**src/rtl/hit_resolver_pkg.sv**
```systemverilog
// Shared definitions for the fighting-game character FSM and the hit resolver.
// Contents: the 4-bit character state codes, the screen and sprite geometry
// constants, the round state type and the winner encoding.
package hit_resolver_pkg;

  typedef enum logic [3:0] {
    StIdle       = 4'd0,
    StLeft       = 4'd1,
    StRight      = 4'd2,
    StA1Startup  = 4'd3,
    StA1Active   = 4'd4,
    StA1Recovery = 4'd5,
    StA2Startup  = 4'd6,
    StA2Active   = 4'd7,
    StA2Recovery = 4'd8,
    StDamage     = 4'd9,
    StBlock      = 4'd10
  } char_state_e;

  localparam int unsigned CharWidth   = 128;
  localparam int unsigned ScreenWidth = 640;

  typedef enum logic {
    RndFight = 1'b0,
    RndKo    = 1'b1
  } round_e;

  localparam logic [1:0] WinNone = 2'b00;
  localparam logic [1:0] WinP1   = 2'b01;
  localparam logic [1:0] WinP2   = 2'b10;
  localparam logic [1:0] WinDraw = 2'b11;

endpackage

```
**src/rtl/hit_resolver_stun_counter.sv**
```systemverilog
// Stun counter: loads a frame count on a strobe, then counts down by one per
// frame until zero. A load while busy replaces the remaining count.
// Ports:
//   clk_game    game frame clock
//   reset       asynchronous, active-high
//   i_load      load strobe
//   i_load_val  frame count to load
//   o_busy      count is nonzero
module stun_counter #(
  parameter int unsigned Width = 4
) (
  input  logic             clk_game,
  input  logic             reset,
  input  logic             i_load,
  input  logic [Width-1:0] i_load_val,
  output logic             o_busy
);

  logic [Width-1:0] r_count;

  always_ff @(posedge clk_game or posedge reset) begin
    if (reset) begin
      r_count <= '0;
    end else if (i_load) begin
      r_count <= i_load_val;
    end else if (r_count != '0) begin
      r_count <= r_count - 1'b1;
    end
  end

  assign o_busy = (r_count != '0);

endmodule

```
**src/rtl/hit_resolver.sv**
```systemverilog
// Hit resolver: each frame decides whether an active attack connects, whether
// the defender blocks, and when the round ends. Tracks health, stun and the
// round result.
// Ports:
//   clk_game, reset           frame clock, asynchronous active-high reset
//   state_p1/p2, char1/2_x    character FSM state and left x per player
//   hit_p1/p2, block_p1/p2    one-frame event pulses
//   stun_p1/p2                player in hit or block stun
//   health_p1/p2              remaining health
//   game_over, winner         sticky round result
module hit_resolver
  import hit_resolver_pkg::*;
#(
  parameter int unsigned CHAR_WIDTH       = CharWidth,
  parameter int unsigned REACH_A1         = 32,
  parameter int unsigned REACH_A2         = 48,
  parameter int unsigned MAX_HEALTH       = 3,
  parameter int unsigned HITSTUN_FRAMES   = 12,
  parameter int unsigned BLOCKSTUN_FRAMES = 6
) (
  input  logic       clk_game,
  input  logic       reset,
  input  logic [3:0] state_p1,
  input  logic [3:0] state_p2,
  input  logic [9:0] char1_x,
  input  logic [9:0] char2_x,
  output logic       hit_p1,
  output logic       hit_p2,
  output logic       block_p1,
  output logic       block_p2,
  output logic       stun_p1,
  output logic       stun_p2,
  output logic [2:0] health_p1,
  output logic [2:0] health_p2,
  output logic       game_over,
  output logic [1:0] winner
);

  localparam int unsigned StunMax =
      (HITSTUN_FRAMES > BLOCKSTUN_FRAMES) ? HITSTUN_FRAMES : BLOCKSTUN_FRAMES;
  localparam int unsigned StunW = $clog2(StunMax + 1);

  round_e     r_round, w_round_nxt;
  logic [1:0] r_winner, w_winner_nxt;
  logic [2:0] r_health_p1, r_health_p2, w_health_p1_nxt, w_health_p2_nxt;
  logic       r_hit_done_p1, r_hit_done_p2, w_hit_done_p1_nxt, w_hit_done_p2_nxt;
  logic       r_hit_p1, r_hit_p2, r_block_p1, r_block_p2;

  logic        w_p1_left;
  logic [9:0]  w_left_x, w_right_x;
  logic [10:0] w_near, w_gap;
  logic        w_active_p1, w_active_p2;
  logic        w_connect_p1, w_connect_p2;
  logic        w_hit_p1, w_hit_p2, w_block_p1, w_block_p2;
  logic [StunW-1:0] w_stun_val_p1, w_stun_val_p2;

  // Geometry and event decode
  always_comb begin
    w_p1_left = (char1_x <= char2_x);
    w_left_x  = w_p1_left ? char1_x : char2_x;
    w_right_x = w_p1_left ? char2_x : char1_x;
    w_near    = {1'b0, w_left_x} + 11'(CHAR_WIDTH);
    w_gap     = ({1'b0, w_right_x} >= w_near) ? ({1'b0, w_right_x} - w_near) : 11'd0;

    w_active_p1 = (state_p1 == StA1Active) || (state_p1 == StA2Active);
    w_active_p2 = (state_p2 == StA1Active) || (state_p2 == StA2Active);

    // Connects are suppressed once the round is over.
    w_connect_p1 = (r_round == RndFight) && !r_hit_done_p1 &&
                   (((state_p1 == StA1Active) && (w_gap <= 11'(REACH_A1))) ||
                    ((state_p1 == StA2Active) && (w_gap <= 11'(REACH_A2))));
    w_connect_p2 = (r_round == RndFight) && !r_hit_done_p2 &&
                   (((state_p2 == StA1Active) && (w_gap <= 11'(REACH_A1))) ||
                    ((state_p2 == StA2Active) && (w_gap <= 11'(REACH_A2))));

    // Defender blocks when walking away from the attacker.
    w_block_p2 = w_connect_p1 && (w_p1_left ? (state_p2 == StRight) : (state_p2 == StLeft));
    w_hit_p2   = w_connect_p1 && !w_block_p2;
    w_block_p1 = w_connect_p2 && (w_p1_left ? (state_p1 == StLeft) : (state_p1 == StRight));
    w_hit_p1   = w_connect_p2 && !w_block_p1;

    // One event per active window; the latch drops once the attack leaves active.
    w_hit_done_p1_nxt = w_connect_p1 || (r_hit_done_p1 && w_active_p1);
    w_hit_done_p2_nxt = w_connect_p2 || (r_hit_done_p2 && w_active_p2);

    w_health_p1_nxt = (w_hit_p1 && (r_health_p1 != 3'd0)) ? r_health_p1 - 3'd1 : r_health_p1;
    w_health_p2_nxt = (w_hit_p2 && (r_health_p2 != 3'd0)) ? r_health_p2 - 3'd1 : r_health_p2;

    w_stun_val_p1 = w_hit_p1 ? StunW'(HITSTUN_FRAMES) : StunW'(BLOCKSTUN_FRAMES);
    w_stun_val_p2 = w_hit_p2 ? StunW'(HITSTUN_FRAMES) : StunW'(BLOCKSTUN_FRAMES);
  end

  // Round FSM next state
  always_comb begin
    w_round_nxt  = r_round;
    w_winner_nxt = r_winner;
    if (r_round == RndFight) begin
      if ((w_health_p1_nxt == 3'd0) && (w_health_p2_nxt == 3'd0)) begin
        w_round_nxt  = RndKo;
        w_winner_nxt = WinDraw;
      end else if (w_health_p2_nxt == 3'd0) begin
        w_round_nxt  = RndKo;
        w_winner_nxt = WinP1;
      end else if (w_health_p1_nxt == 3'd0) begin
        w_round_nxt  = RndKo;
        w_winner_nxt = WinP2;
      end
    end
  end

  always_ff @(posedge clk_game or posedge reset) begin
    if (reset) begin
      r_round       <= RndFight;
      r_winner      <= WinNone;
      r_health_p1   <= 3'(MAX_HEALTH);
      r_health_p2   <= 3'(MAX_HEALTH);
      r_hit_done_p1 <= 1'b0;
      r_hit_done_p2 <= 1'b0;
      r_hit_p1      <= 1'b0;
      r_hit_p2      <= 1'b0;
      r_block_p1    <= 1'b0;
      r_block_p2    <= 1'b0;
    end else begin
      r_round       <= w_round_nxt;
      r_winner      <= w_winner_nxt;
      r_health_p1   <= w_health_p1_nxt;
      r_health_p2   <= w_health_p2_nxt;
      r_hit_done_p1 <= w_hit_done_p1_nxt;
      r_hit_done_p2 <= w_hit_done_p2_nxt;
      r_hit_p1      <= w_hit_p1;
      r_hit_p2      <= w_hit_p2;
      r_block_p1    <= w_block_p1;
      r_block_p2    <= w_block_p2;
    end
  end

  stun_counter #(
    .Width (StunW)
  ) u_stun_p1 (
    .clk_game   (clk_game),
    .reset      (reset),
    .i_load     (w_hit_p1 || w_block_p1),
    .i_load_val (w_stun_val_p1),
    .o_busy     (stun_p1)
  );

  stun_counter #(
    .Width (StunW)
  ) u_stun_p2 (
    .clk_game   (clk_game),
    .reset      (reset),
    .i_load     (w_hit_p2 || w_block_p2),
    .i_load_val (w_stun_val_p2),
    .o_busy     (stun_p2)
  );

  assign hit_p1    = r_hit_p1;
  assign hit_p2    = r_hit_p2;
  assign block_p1  = r_block_p1;
  assign block_p2  = r_block_p2;
  assign health_p1 = r_health_p1;
  assign health_p2 = r_health_p2;
  assign game_over = (r_round == RndKo);
  assign winner    = r_winner;

endmodule

```
**config.mk**
```make
export PLATFORM = sky130hd
export DESIGN_NAME = hit_resolver
export DESIGN_NICKNAME = d
export VERILOG_FILES = /design/src/rtl/hit_resolver_pkg.sv /design/src/rtl/hit_resolver_stun_counter.sv /design/src/rtl/hit_resolver.sv
export SDC_FILE = /design/constraint.sdc
export NUM_CORES = 1
export LEC_CHECK = 0
export CAP_MARGIN = 20
export CORE_ASPECT_RATIO = 2
export CORE_MARGIN = 2
export CORE_UTILIZATION = 30
export CTS_CLUSTER_SIZE = 8
export DETAILED_ROUTE_END_ITERATION = 12
export GPL_ROUTABILITY_DRIVEN = 0
export GPL_TIMING_DRIVEN = 1
export PLACE_DENSITY = 0.54
export SYNTH_ARGS = -nofsm -noshare
export SYNTH_HDL_FRONTEND = slang
export SYNTH_HIERARCHICAL = 1
export SYNTH_SLANG_ARGS = --single-unit
```
**constraint.sdc**
```tcl
create_clock -name clk_game -period 2.1 [get_ports clk_game]
set_input_delay 0.42 -clock clk_game [delete_from_list [all_inputs] [get_ports clk_game]]
set_output_delay 0.42 -clock clk_game [all_outputs]
set_load 0.1 [all_outputs]
```
==> summary.md, run 1 <==
| Metric | Value |
|---|---|
| Outcome | complete, but fails checks |
| Violated checks | negative setup slack |
| Post-Layout Cell Count | 556 |
| Internal cell power | 1.757 mW |
| FFs w/ async S/R, synth | 100.0% |
| Fin util | 54.11% |
| Total number of vias | 2846 |
| Leakage | 2.024 nW |
| Setup WS post-layout | -1951 ps |
| CTS Buffer Depth | 2 |
| Post-synthesis sequential area ratio | 22.69% |
| Clock Sinks | 23 |
| Main combinational cell family by area after synthesis | simple AND/OR/NAND/NOR gates |
| Final slew viol count | 0 |
| Slowest cell on crit path | ha_1 |
| Sequential power share | 21.1% |
| Vias in the first global route | 2907 |
| Switching pwr | 1.177 mW |
| Htree depth | 1 |
| GRT Util Overall | 17.51% |
| Cell area after synthesis | 0.002559 mm2 |
| TritonRoute pass-1 iters | 4 |
| Total global routing overflow | 0 |
| TritonCTS clock tree | yes |
| Worst-path cell chain | buf_8 -> inv_6 -> ha_4 -> nor2b_4 -> o211a_4 -> a211o_4 -> nand2_8 -> o21ai_2 -> ha_2 -> xor2_1 -> ha_1 -> a21oi_2 -> o21ai_2 -> nand2b_4 -> o311a_1 -> o311ai_4 -> a31oi_4 -> buf_6 -> buf_6 -> nor2_4 -> nor3_2 -> a221o_1 |
| Drt wl/cell | 14.92 um |
| Total power | 2.934 mW |
| DRC | 0 |
| Pwr dens | 654.0 mW/mm2 |
| Yosys Warn Count | 6 |
| Area growth, synth to finish | 75.35% |
| Setup violators final | 23 |
| CP peak stage delay | 360 ps |
| First-pass GRT wire length | 13.11 mm |
| CTS Root Cell | clkbuf_16 |
| Die height | 134.6 um |
| Worst vdd ir | 313.1 uV |
| Xor/xnor share of the synthesized area | 4.450% |
| WP data required | 2240 ps |
| Clock insertion delay at the later pin of the skew report | 260 ps |
| Initial drt markers | 84 |
| Synth Area in Compound Gates | 22.20% |
| Count of unique library cells instantiated by Yosys | 60 |
| Die area | 0.009329 mm2 |
| Seq cells post-synth | 23 |
| Main synth FF type | dfrtp_1 |
| RSZ-0062 raised after global routing | yes |
| Final min period | 4051 ps |
| Synth Area in Adders | 11.64% |
| Diodes inserted | 0 |
| PortBufs | 44 |
| CP Launch Type | input pin |
| Slew headroom | 57.02% |
| Synth Area per Inst | 8.281 um2 |
| Routed vias/inst | 5.119 |
| Initial Util | 30.86% |
| Post-place setup slack | -2967 ps |
| F_max | 0.2469 GHz |
| Cell row count | 47 |
| Most common cell in the netlist | inv_1 |
| IO Count | 45 |
| Setup Skew | 2.012 ps |
| MaxCap Viol Count | 0 |
| Synth top area share | 18.58% |
| Half-perimeter wire length after placement | 6.867 mm |
| Switch share | 40.13% |
| Num CTS Buffers | 3 |
| Initial antenna violation count | 0 |
| Worst setup path category | in2reg |
| Layout Nets | 512 |
| Core Region | 0.008292 mm2 |
| Chip Width | 69.31 um |
| Hold WC Path Type | in2async |
| Crit share post-route | 192.9% |
| Worst-path clk slew | 60 ps |
| Top cells by count, synth | inv_1 (31), nand2_1 (29), ha_1 (23) |
| Yosys top cell by area | dfrtp_1 |
| Combinational power share | 64.4% |
| Post-synth EDFFs | 0 |
| Hold Buf Count CTS | 0 |
| Largest net degree at the start of global routing | 16 |
| Post-synthesis mux area share | 6.455% |
| Clk pwr share | 14.5% |
| Layout cells sized above 1 | 52.18% |
| Final antenna-violating net count | 0 |
| Slew @ Worst Pin | 643.9 ps |
| Drt total wl | 8.297 mm |
| WP data arrival | 4200 ps |
| Max FO, Critical Path | 6 |
| Synth Area in Simple Gates | 25.67% |
| Gate Count Post-Synth | 309 |
| Final hold viol count | 0 |
| Synth top area cells | dfrtp_1 (19%), ha_1 (11%), mux2i_1 (4.7%) |
| CP Capture Type | register |
| Dpl cells | 537 |
[cell type report]
type | count | area (um2)
inverter | 31 | 136.4
fill | 790 | 3805
sequential | 23 | 580.6
timing repair buffer | 152 | 1310
tap | 98 | 122.6
clock buffer | 4 | 78.83
multi-input combinational | 248 | 2258
[kinds of logic after synthesis]
| group | Yosys count |
|---|---|
| other | 2 |
| AO/OA/AOI/OAI | 76 |
| multiplexers | 16 |
| adder cells (fa/ha/maj) | 24 |
| buffers and inverters | 40 |
| flip-flops | 23 |
| XOR/XNOR | 13 |
| AND/OR/NAND/NOR | 115 |
[registers in the layout, indices dropped and copies added, names as in the netlist]
signal / flops
game_over: 1
hit_p1: 1
r_hit_done_p2: 1
u_stun_p1/r_count: 4
r_hit_done_p1: 1
u_stun_p2/r_count: 4
hit_p2: 1
block_p2: 1
block_p1: 1
winner: 2
health_p1: 3
health_p2: 3
[power by group through the flow]
stage               Sequential, mW  Combinational [mW]  Clock, mW
global route                 0.636                2.03      0.453
finish                       0.621                1.89      0.425
floorplan                    0.661               0.983          0
CTS                          0.619                1.74      0.440
detailed placement           0.624                1.59          0
global placement             0.625                1.55          0
[layer usage]
metal | GRT usage [%] | vias to the layer above | wire length [um] | share of wire, %
li1 | - | 1409 | - | -
met1 | 15.24 | 1347 | 2645 | 32
met2 | 35.58 | 60 | 4862 | 59
met3 | 0.7463 | 30 | 169 | 2.0
met4 | 13.94 | 0 | 620 | 7.5
met5 | 0 | - | 0 | 0
[final timing paths]
check	from	endpoint	slack, ps	depth (start not counted)
min reg2reg	r_hit_done_p2	r_hit_done_p2	510	1
max in group asynchronous	reset	hit_p2	1050	2
max	char2_x[1]	u_stun_p1/r_count[3]	-1950	22
min in group clk_game	r_hit_done_p2	r_hit_done_p2	510	1
min	reset	u_stun_p2/r_count[2]	440	2
max reg2reg	health_p2[0]	game_over	40	6
[metrics by stage]
stage / hold slack, ps / setup TNS [ps] / cell area, um2
3_5_place_dp: 497.9 / -62900 / 3943
5_1_grt: 474.6 / -43080 / 4487
4_1_cts: 459.5 / -41690 / 4240
3_3_place_gp: 485.4 / -62370 / 3943
6_report: 436.5 / -40300 / 4487
2_1_floorplan: 186.1 / -47990 / 2723
[placed cells by master (no fill, tap or decap), types with 4 or more instances in the layout]
| cell | netlist | final |
|---|---|---|
| a21o_1 | 4 | 4 |
| a21oi_1 | 21 | 14 |
| a21oi_2 | 0 | 4 |
| buf_12 | 0 | 6 |
| buf_2 | 3 | 10 |
| buf_4 | 1 | 100 |
| buf_6 | 1 | 24 |
| clkdlybuf4s50_1 | 0 | 9 |
| conb_1 | 2 | 4 |
| dfrtp_1 | 19 | 19 |
| dfstp_2 | 4 | 4 |
| ha_1 | 23 | 10 |
| ha_4 | 0 | 10 |
| inv_1 | 31 | 19 |
| inv_2 | 0 | 9 |
| mux2i_1 | 12 | 11 |
| nand2_1 | 29 | 21 |
| nand2_2 | 0 | 5 |
| nand2b_1 | 5 | 4 |
| nand3_1 | 9 | 9 |
| nand4_1 | 5 | 5 |
| nor2_1 | 18 | 13 |
| nor2b_1 | 7 | 6 |
| nor3_1 | 16 | 11 |
| o21ai_0 | 17 | 7 |
| o21ai_1 | 1 | 4 |
| o21ai_2 | 0 | 6 |
| xnor2_1 | 10 | 8 |
[timing repair]
action / 4_1_cts / 5_1_grt
pin swaps: 44 / 27
endpoints found under the setup margin: 23 / 23
setup buffers: 16 / 6
gates resized for setup: 124 / 60
[critical path, delay by kind of cell]
family	cells	cell delay [ps]
adders and majority gates	3	730
xor gates and xnor gates	1	160
AOI/OAI and AO/OA	9	1830
and+or+nand+nor	5	640
buffers and inverters	4	420
Power figures use the tool's default switching activity.
==> run 2, diff against run 1 <==
- REMOVE_ABC_BUFFERS: not set -> 1
==> summary.md, run 2 (same netlist as run 1, synthesis figures left out) <==
| Metric | Value |
|---|---|
| CTS Buffer Depth | 2 (unchanged) |
| WP data arrival | 4200 ps (about the same) |
| Num CTS Buffers | 3 (unchanged) |
| Fin util | 54.94% (+0.83 points) |
| Die area | 0.009329 mm2 (unchanged) |
| Crit share post-route | 193.3% (+0.46 points) |
| Post-DP Area | 0.003820 mm2 (-3.1%) |
| Layout Nets | 521 (+1.8%) |
| Diodes inserted | 0 (unchanged) |
| Initial antenna violation count | 0 (unchanged) |
| WP data required | 2240 ps (about the same) |
| F_max | 0.2463 GHz (-0.24%) |
| Vias in the first global route | 3063 (+5.4%) |
| Commonest non-fill, non-tap cell in the layout | buf_4 |
| Largest regs | u_stun_p1/r_count: 4 flops, u_stun_p2/r_count: 4 flops |
| Post-place setup slack | -3071 ps (-103.5 ps) |
| Clock Sinks | 23 (unchanged) |
| Outcome | complete, but fails checks |
| Final antenna-violating net count | 0 (unchanged) |
| IO Count | 45 (unchanged) |
| Final min period | 4060 ps (+9.560 ps) |
| Final instance area | 0.004556 mm2 (+1.5%) |
| RSZ-0062 raised after global routing | yes |
| Routed vias/inst | 5.133 (+0.27%) |
| Violated checks | negative setup slack |
| Chip Width | 69.31 um (unchanged) |
| Die height | 134.6 um (unchanged) |
| Clock insertion delay at the later pin of the skew report | 260 ps (about the same) |
| CP Capture Type | register |
| Hold Buf Count CTS | 0 (unchanged) |
| Worst-path clk slew | 60 ps (about the same) |
| Hold WC Path Type | in2async |
| Commonest non-fill, non-tap cells in the layout | buf_4 (112), nand2_1 (24), buf_6 (23), dfrtp_1 (19), inv_1 (18) |
| Final slew viol count | 0 (unchanged) |
| Leakage | 2.057 nW (+1.7%) |
| Half-perimeter wire length after placement | 6.899 mm (+0.47%) |
| First-pass GRT wire length | 13.81 mm (+5.3%) |
| CP Launch Type | input pin |
| Initial drt markers | 138 (+64%) |
| Fill cell count | 765 (-3.2%) |
| Slew headroom | 60.22% (+3.2 points) |
| Htree depth | 1 (unchanged) |
| MaxCap Viol Count | 0 (unchanged) |
| Cell row count | 47 (unchanged) |
| GRT Util Overall | 18.33% (+0.82 points) |
| Max FO, Critical Path | 6 (unchanged) |
| Drt total wl | 8.661 mm (+4.4%) |
| TritonCTS clock tree | yes |
| Fin Hold WS | 451.7 ps (+15.22 ps) |
| DRC | 0 (unchanged) |
| Slew @ Worst Pin | 596.1 ps (-47.85 ps) |
| CTS Root Cell | clkbuf_16 |
| Capturing point of the worst reg2reg path | game_over |
| Area growth, synth to finish | 78.04% |
| Largest net degree at the start of global routing | 16 (unchanged) |
| Worst setup path category | in2reg |
| PortBufs | 44 (unchanged) |
| Total global routing overflow | 0 (unchanged) |
| Drt wl/cell | 15.33 um (+2.7%) |
| Worst vdd ir | 326.4 uV (+4.2%) |
| Layout cells sized above 1 | 51.82% (-0.36 points) |
| Setup violators final | 23 (unchanged) |
| Setup WS post-layout | -1960 ps (-9.560 ps) |
| Core Region | 0.008292 mm2 (unchanged) |
| Total number of vias | 2900 (+1.9%) |
| R2r startpoint | health_p1[1] |
| Final hold viol count | 0 (unchanged) |
| Pwr dens | 648.2 mW/mm2 (-0.89%) |
| Total power | 2.953 mW (+0.63%) |
| TritonRoute pass-1 iters | 4 (unchanged) |
| Setup Skew | 1.120 ps (-0.8922 ps) |
| Reg2Reg Depth | 7 (+1) |
| FF-to-FF setup slack | -10 ps (-50 ps) |
| Initial Util | 30.86% (unchanged) |
## run 2: cell types whose count changed in the layout (fill, tap and decap cells not counted), moves of 2 or more
cell / delta
buf_4: +12
inv_4: +6
inv_2: -3
nand2_1: +3
nand2_2: -3
o21ai_2: -3
a21oi_1: +2
a21oi_4: -2
buf_2: -2
clkdlybuf4s15_1: +2
ha_2: -2
ha_4: +2
nor2_1: +2
## run 2: layout make-up
type	instances	area, um2	area share [%]
flip-flops and latches	23	580.6	12.74
inverters	31	133.9	2.939
well taps	98	122.6	2.692
clock buffers	4	78.83	1.730
multi-input cells	248	2250	49.38
repair buffers	161	1390	30.51
## run 2: timing repair
| item | 4_1_cts | 5_1_grt |
|---|---|---|
| resized for setup | 163 | 41 |
| pin swaps | 40 | 20 |
| setup buffers | 17 | 10 |
| setup endpoints to repair | 23 | 23 |
## run 2: layer usage
layer  GRT usage (%)  routed length [um]  vias up
met5               0                   0        -
met4           10.13                 385        0
met3          0.7463                 166       24
met2           39.42                5323       59
met1           15.97                2786     1384
li1                -                   -     1433
## run 2: how the worst max path moves through the flow
stage / startpoint / endpoint / slack [ps]
floorplan: char2_x[4] / winner[0] / -2700
global placement: char2_x[9] / winner[0] / -3020
detailed placement: char2_x[5] / game_over / -3070
CTS: char2_x[9] / game_over / -1880
global route: char2_x[4] / game_over / -2150
finish: char2_x[4] / game_over / -1960
## run 2: where the power goes
part | internal (mW) | total (mW) | switching, mW
registers | 0.538 | 0.620 | 0.0822
logic | 0.978 | 1.91 | 0.931
clock network | 0.260 | 0.424 | 0.164
total | 1.78 | 2.95 | 1.18
## run 2: metrics by stage
stage,setup TNS [ps],cells
6_report,-40610,565
3_3_place_gp,-64480,538
2_1_floorplan,-53370,302
3_5_place_dp,-65720,538
4_1_cts,-38620,556
5_1_grt,-44830,565
## run 2: critical path: stages
cell	delay, ps
buf_6	100
inv_4	50
ha_4	210
and4_4	210
o211a_4	140
a211o_4	300
nand2_8	110
buf_6	110
nor2_2	30
a21oi_1	130
xor2_1	160
ha_1	300
a21oi_2	210
o21ai_2	80
nand2b_4	140
o311a_4	320
o311ai_4	100
a31oi_4	180
buf_4	190
nor4_4	190
mux2i_2	140
or3_1	360
==> run 3, diff against run 2 <==
- CORE_ASPECT_RATIO: 2 -> not set
==> summary.md, run 3 (same netlist as run 1, synthesis figures left out) <==
| Metric | Value |
|---|---|
| GR peak layer | met2 |
| Capturing point of the worst reg2reg path | u_stun_p1/r_count[3] |
| Commonest non-fill, non-tap cells in the layout | buf_4 (108), nand2_1 (26), inv_1 (19), dfrtp_1 (19), nor2_1 (16) |
| Fill cell count | 770 (+0.65%) |
| Slew headroom | 45.85% (-14 points) |
| MaxCap Viol Count | 0 (unchanged) |
| R2r startpoint | game_over |
| Final instance area | 0.004317 mm2 (-5.2%) |
| TritonCTS clock tree | yes |
| Half-perimeter wire length after placement | 5.665 mm (-18%) |
| Worst setup path category | in2reg |
| Met3 GRT Util | 2.036% (+1.3 points) |
| Slew @ Worst Pin | 806.0 ps (+209.9 ps) |
| Setup WS post-layout | -1983 ps (-22.95 ps) |
| GRT Util Overall | 16.64% (-1.7 points) |
| Cell row count | 33 (-30%) |
| Clock Sinks | 23 (unchanged) |
| Core Region | 0.008258 mm2 (-0.41%) |
| WP data required | 2250 ps (about the same) |
| CTS Buffer Depth | 2 (unchanged) |
| WP data arrival | 4240 ps (+40 ps) |
| Total power | 2.636 mW (-11%) |
| Drt total wl | 7.457 mm (-14%) |
| First-pass GRT wire length | 12.49 mm (-9.5%) |
| DRC | 0 (unchanged) |
| Post-DP Area | 0.003781 mm2 (-1.0%) |
| Final slew viol count | 0 (unchanged) |
| Die area | 0.009283 mm2 (-0.49%) |
| Setup Skew | 2.907 ps (+1.787 ps) |
| Layout cells sized above 1 | 48.02% (-3.8 points) |
| Final antenna-violating net count | 0 (unchanged) |
| Clock insertion delay at the later pin of the skew report | 270 ps (about the same) |
| Violated checks | negative setup slack |
| Setup tns final | -42510 ps (-1904 ps) |
| Worst-path clk slew | 80 ps (+20 ps) |
| Final hold viol count | 0 (unchanged) |
| Reg2Reg Depth | 10 (+3) |
| RSZ-0062 raised after global routing | yes |
| Setup crit end | u_stun_p1/r_count[3] |
| Num CTS Buffers | 3 (unchanged) |
| Chip Width | 96.35 um (+39%) |
| Layout Nets | 508 (-2.5%) |
| Grt met2 use | 28.01% (-11 points) |
| Htree depth | 1 (unchanged) |
| Leakage | 1.956 nW (-4.9%) |
| Total global routing overflow | 0 (unchanged) |
| Total number of vias | 2737 (-5.6%) |
| Critical Path Source | char2_x[9] |
| Initial Util | 30.98% (+0.13 points) |
| Commonest non-fill, non-tap cell in the layout | buf_4 |
| Initial antenna violation count | 0 (unchanged) |
| Pwr dens | 610.7 mW/mm2 (-5.8%) |
| Outcome | complete, but fails checks |
| Drt wl/cell | 13.34 um (-13%) |
| Max FO, Critical Path | 5 (-1) |
| FF-to-FF setup slack | 30 ps (+40 ps) |
| Worst vdd ir | 295.0 uV (-9.6%) |
| Setup violators final | 23 (unchanged) |
| Hold WC Path Type | in2async |
| Met1 Track Usage GR | 23.16% (+7.2 points) |
| Vias in the first global route | 2721 (-11%) |
| Diodes inserted | 0 (unchanged) |
| Initial drt markers | 119 (-14%) |
| Largest regs | u_stun_p1/r_count: 4 flops, u_stun_p2/r_count: 4 flops |
| F_max | 0.2449 GHz (-0.56%) |
| Largest net degree at the start of global routing | 16 (unchanged) |
| CTS Root Cell | clkbuf_8 |
| Routed vias/inst | 4.896 (-4.6%) |
| Crit share post-route | 194.4% (+1.1 points) |
| CP Capture Type | register |
| Die height | 96.35 um (-28%) |
| Final min period | 4083 ps (+22.95 ps) |
| Area growth, synth to finish | 68.70% |
| PortBufs | 44 (unchanged) |
| TritonRoute pass-1 iters | 4 (unchanged) |
| IO Count | 45 (unchanged) |
| CP Launch Type | input pin |
-- run 3: cell count changes in the layout (fill, tap and decap cells not counted), moves of 3 or more --
| cell | previous run | this run |
|---|---|---|
| clkbuf_16 | 3 | 0 |
| a21oi_1 | 16 | 12 |
| buf_4 | 112 | 108 |
| clkbuf_8 | 0 | 3 |
| buf_6 | 23 | 14 |
| a21oi_2 | 4 | 7 |
-- run 3: metal layers --
metal | up-vias | routed length (um)
met5 | - | 0
li1 | 1401 | -
met4 | 0 | 73
met1 | 1268 | 3488
met2 | 59 | 3606
met3 | 9 | 289
-- run 3: worst max-delay path, stage by stage --
cell	delay, ps
buf_6	100
inv_4	50
ha_4	200
and4_4	200
o211a_4	140
a211o_4	340
nand2_8	90
nand2_2	60
o21ai_2	60
ha_2	180
xor2_1	150
ha_1	300
a21oi_2	180
o21ai_1	110
nand2b_1	150
o311a_1	320
o311ai_4	110
a31oi_4	170
buf_4	170
buf_12	110
nor2_1	100
buf_4	140
nor3_1	40
a221o_1	310
-- run 3: through the flow --
stage | utilization (%) | instances | hold WS [ps] | worst slack [ps]
after floorplan | - | 302 | 186.1 | -2704
after global placement | 45.79 | 537 | 486.9 | -2830
after detailed placement | 45.79 | 537 | 497.8 | -2859
after CTS | 50.15 | 555 | 395.0 | -1935
after global routing | 52.27 | 559 | 415.5 | -2104
final | 52.27 | 559 | 391.5 | -1983
-- run 3: cell type report --
type | count | area, um2 | share of cell area [%]
Multi-Input combinational cell | 248 | 2143 | 49.65
Timing Repair Buffer | 148 | 1284 | 29.74
Sequential cell | 23 | 580.6 | 13.45
Inverter | 31 | 131.4 | 3.043
Tap cell | 105 | 131.4 | 3.043
Clock buffer | 3 | 41.29 | 0.9565
Clock inverter | 1 | 5.005 | 0.1159
-- run 3: worst min-delay path by stage --
stage | start | endpoint | slack, ps
2_1_floorplan | reset | u_stun_p1/r_count[0] | 190
3_3_place_gp | r_hit_done_p1 | r_hit_done_p1 | 490
3_5_place_dp | r_hit_done_p1 | r_hit_done_p1 | 500
4_1_cts | reset | u_stun_p1/r_count[3] | 400
5_1_grt | reset | u_stun_p1/r_count[3] | 420
6_report | reset | u_stun_p1/r_count[0] | 390
-- run 3: what timing repair did --
| item | 4_1_cts | 5_1_grt |
|---|---|---|
| pin swaps | 31 | 22 |
| resized for setup | 141 | 37 |
| hold buffers | 0 | 0 |
| setup buffers | 14 | 5 |
| endpoints found under the setup margin | 23 | 23 |
-- run 3: power by group --
group          internal (mW)  switching (mW)
sequential             0.538          0.0820
combinational          0.876           0.863
clock                  0.133           0.145
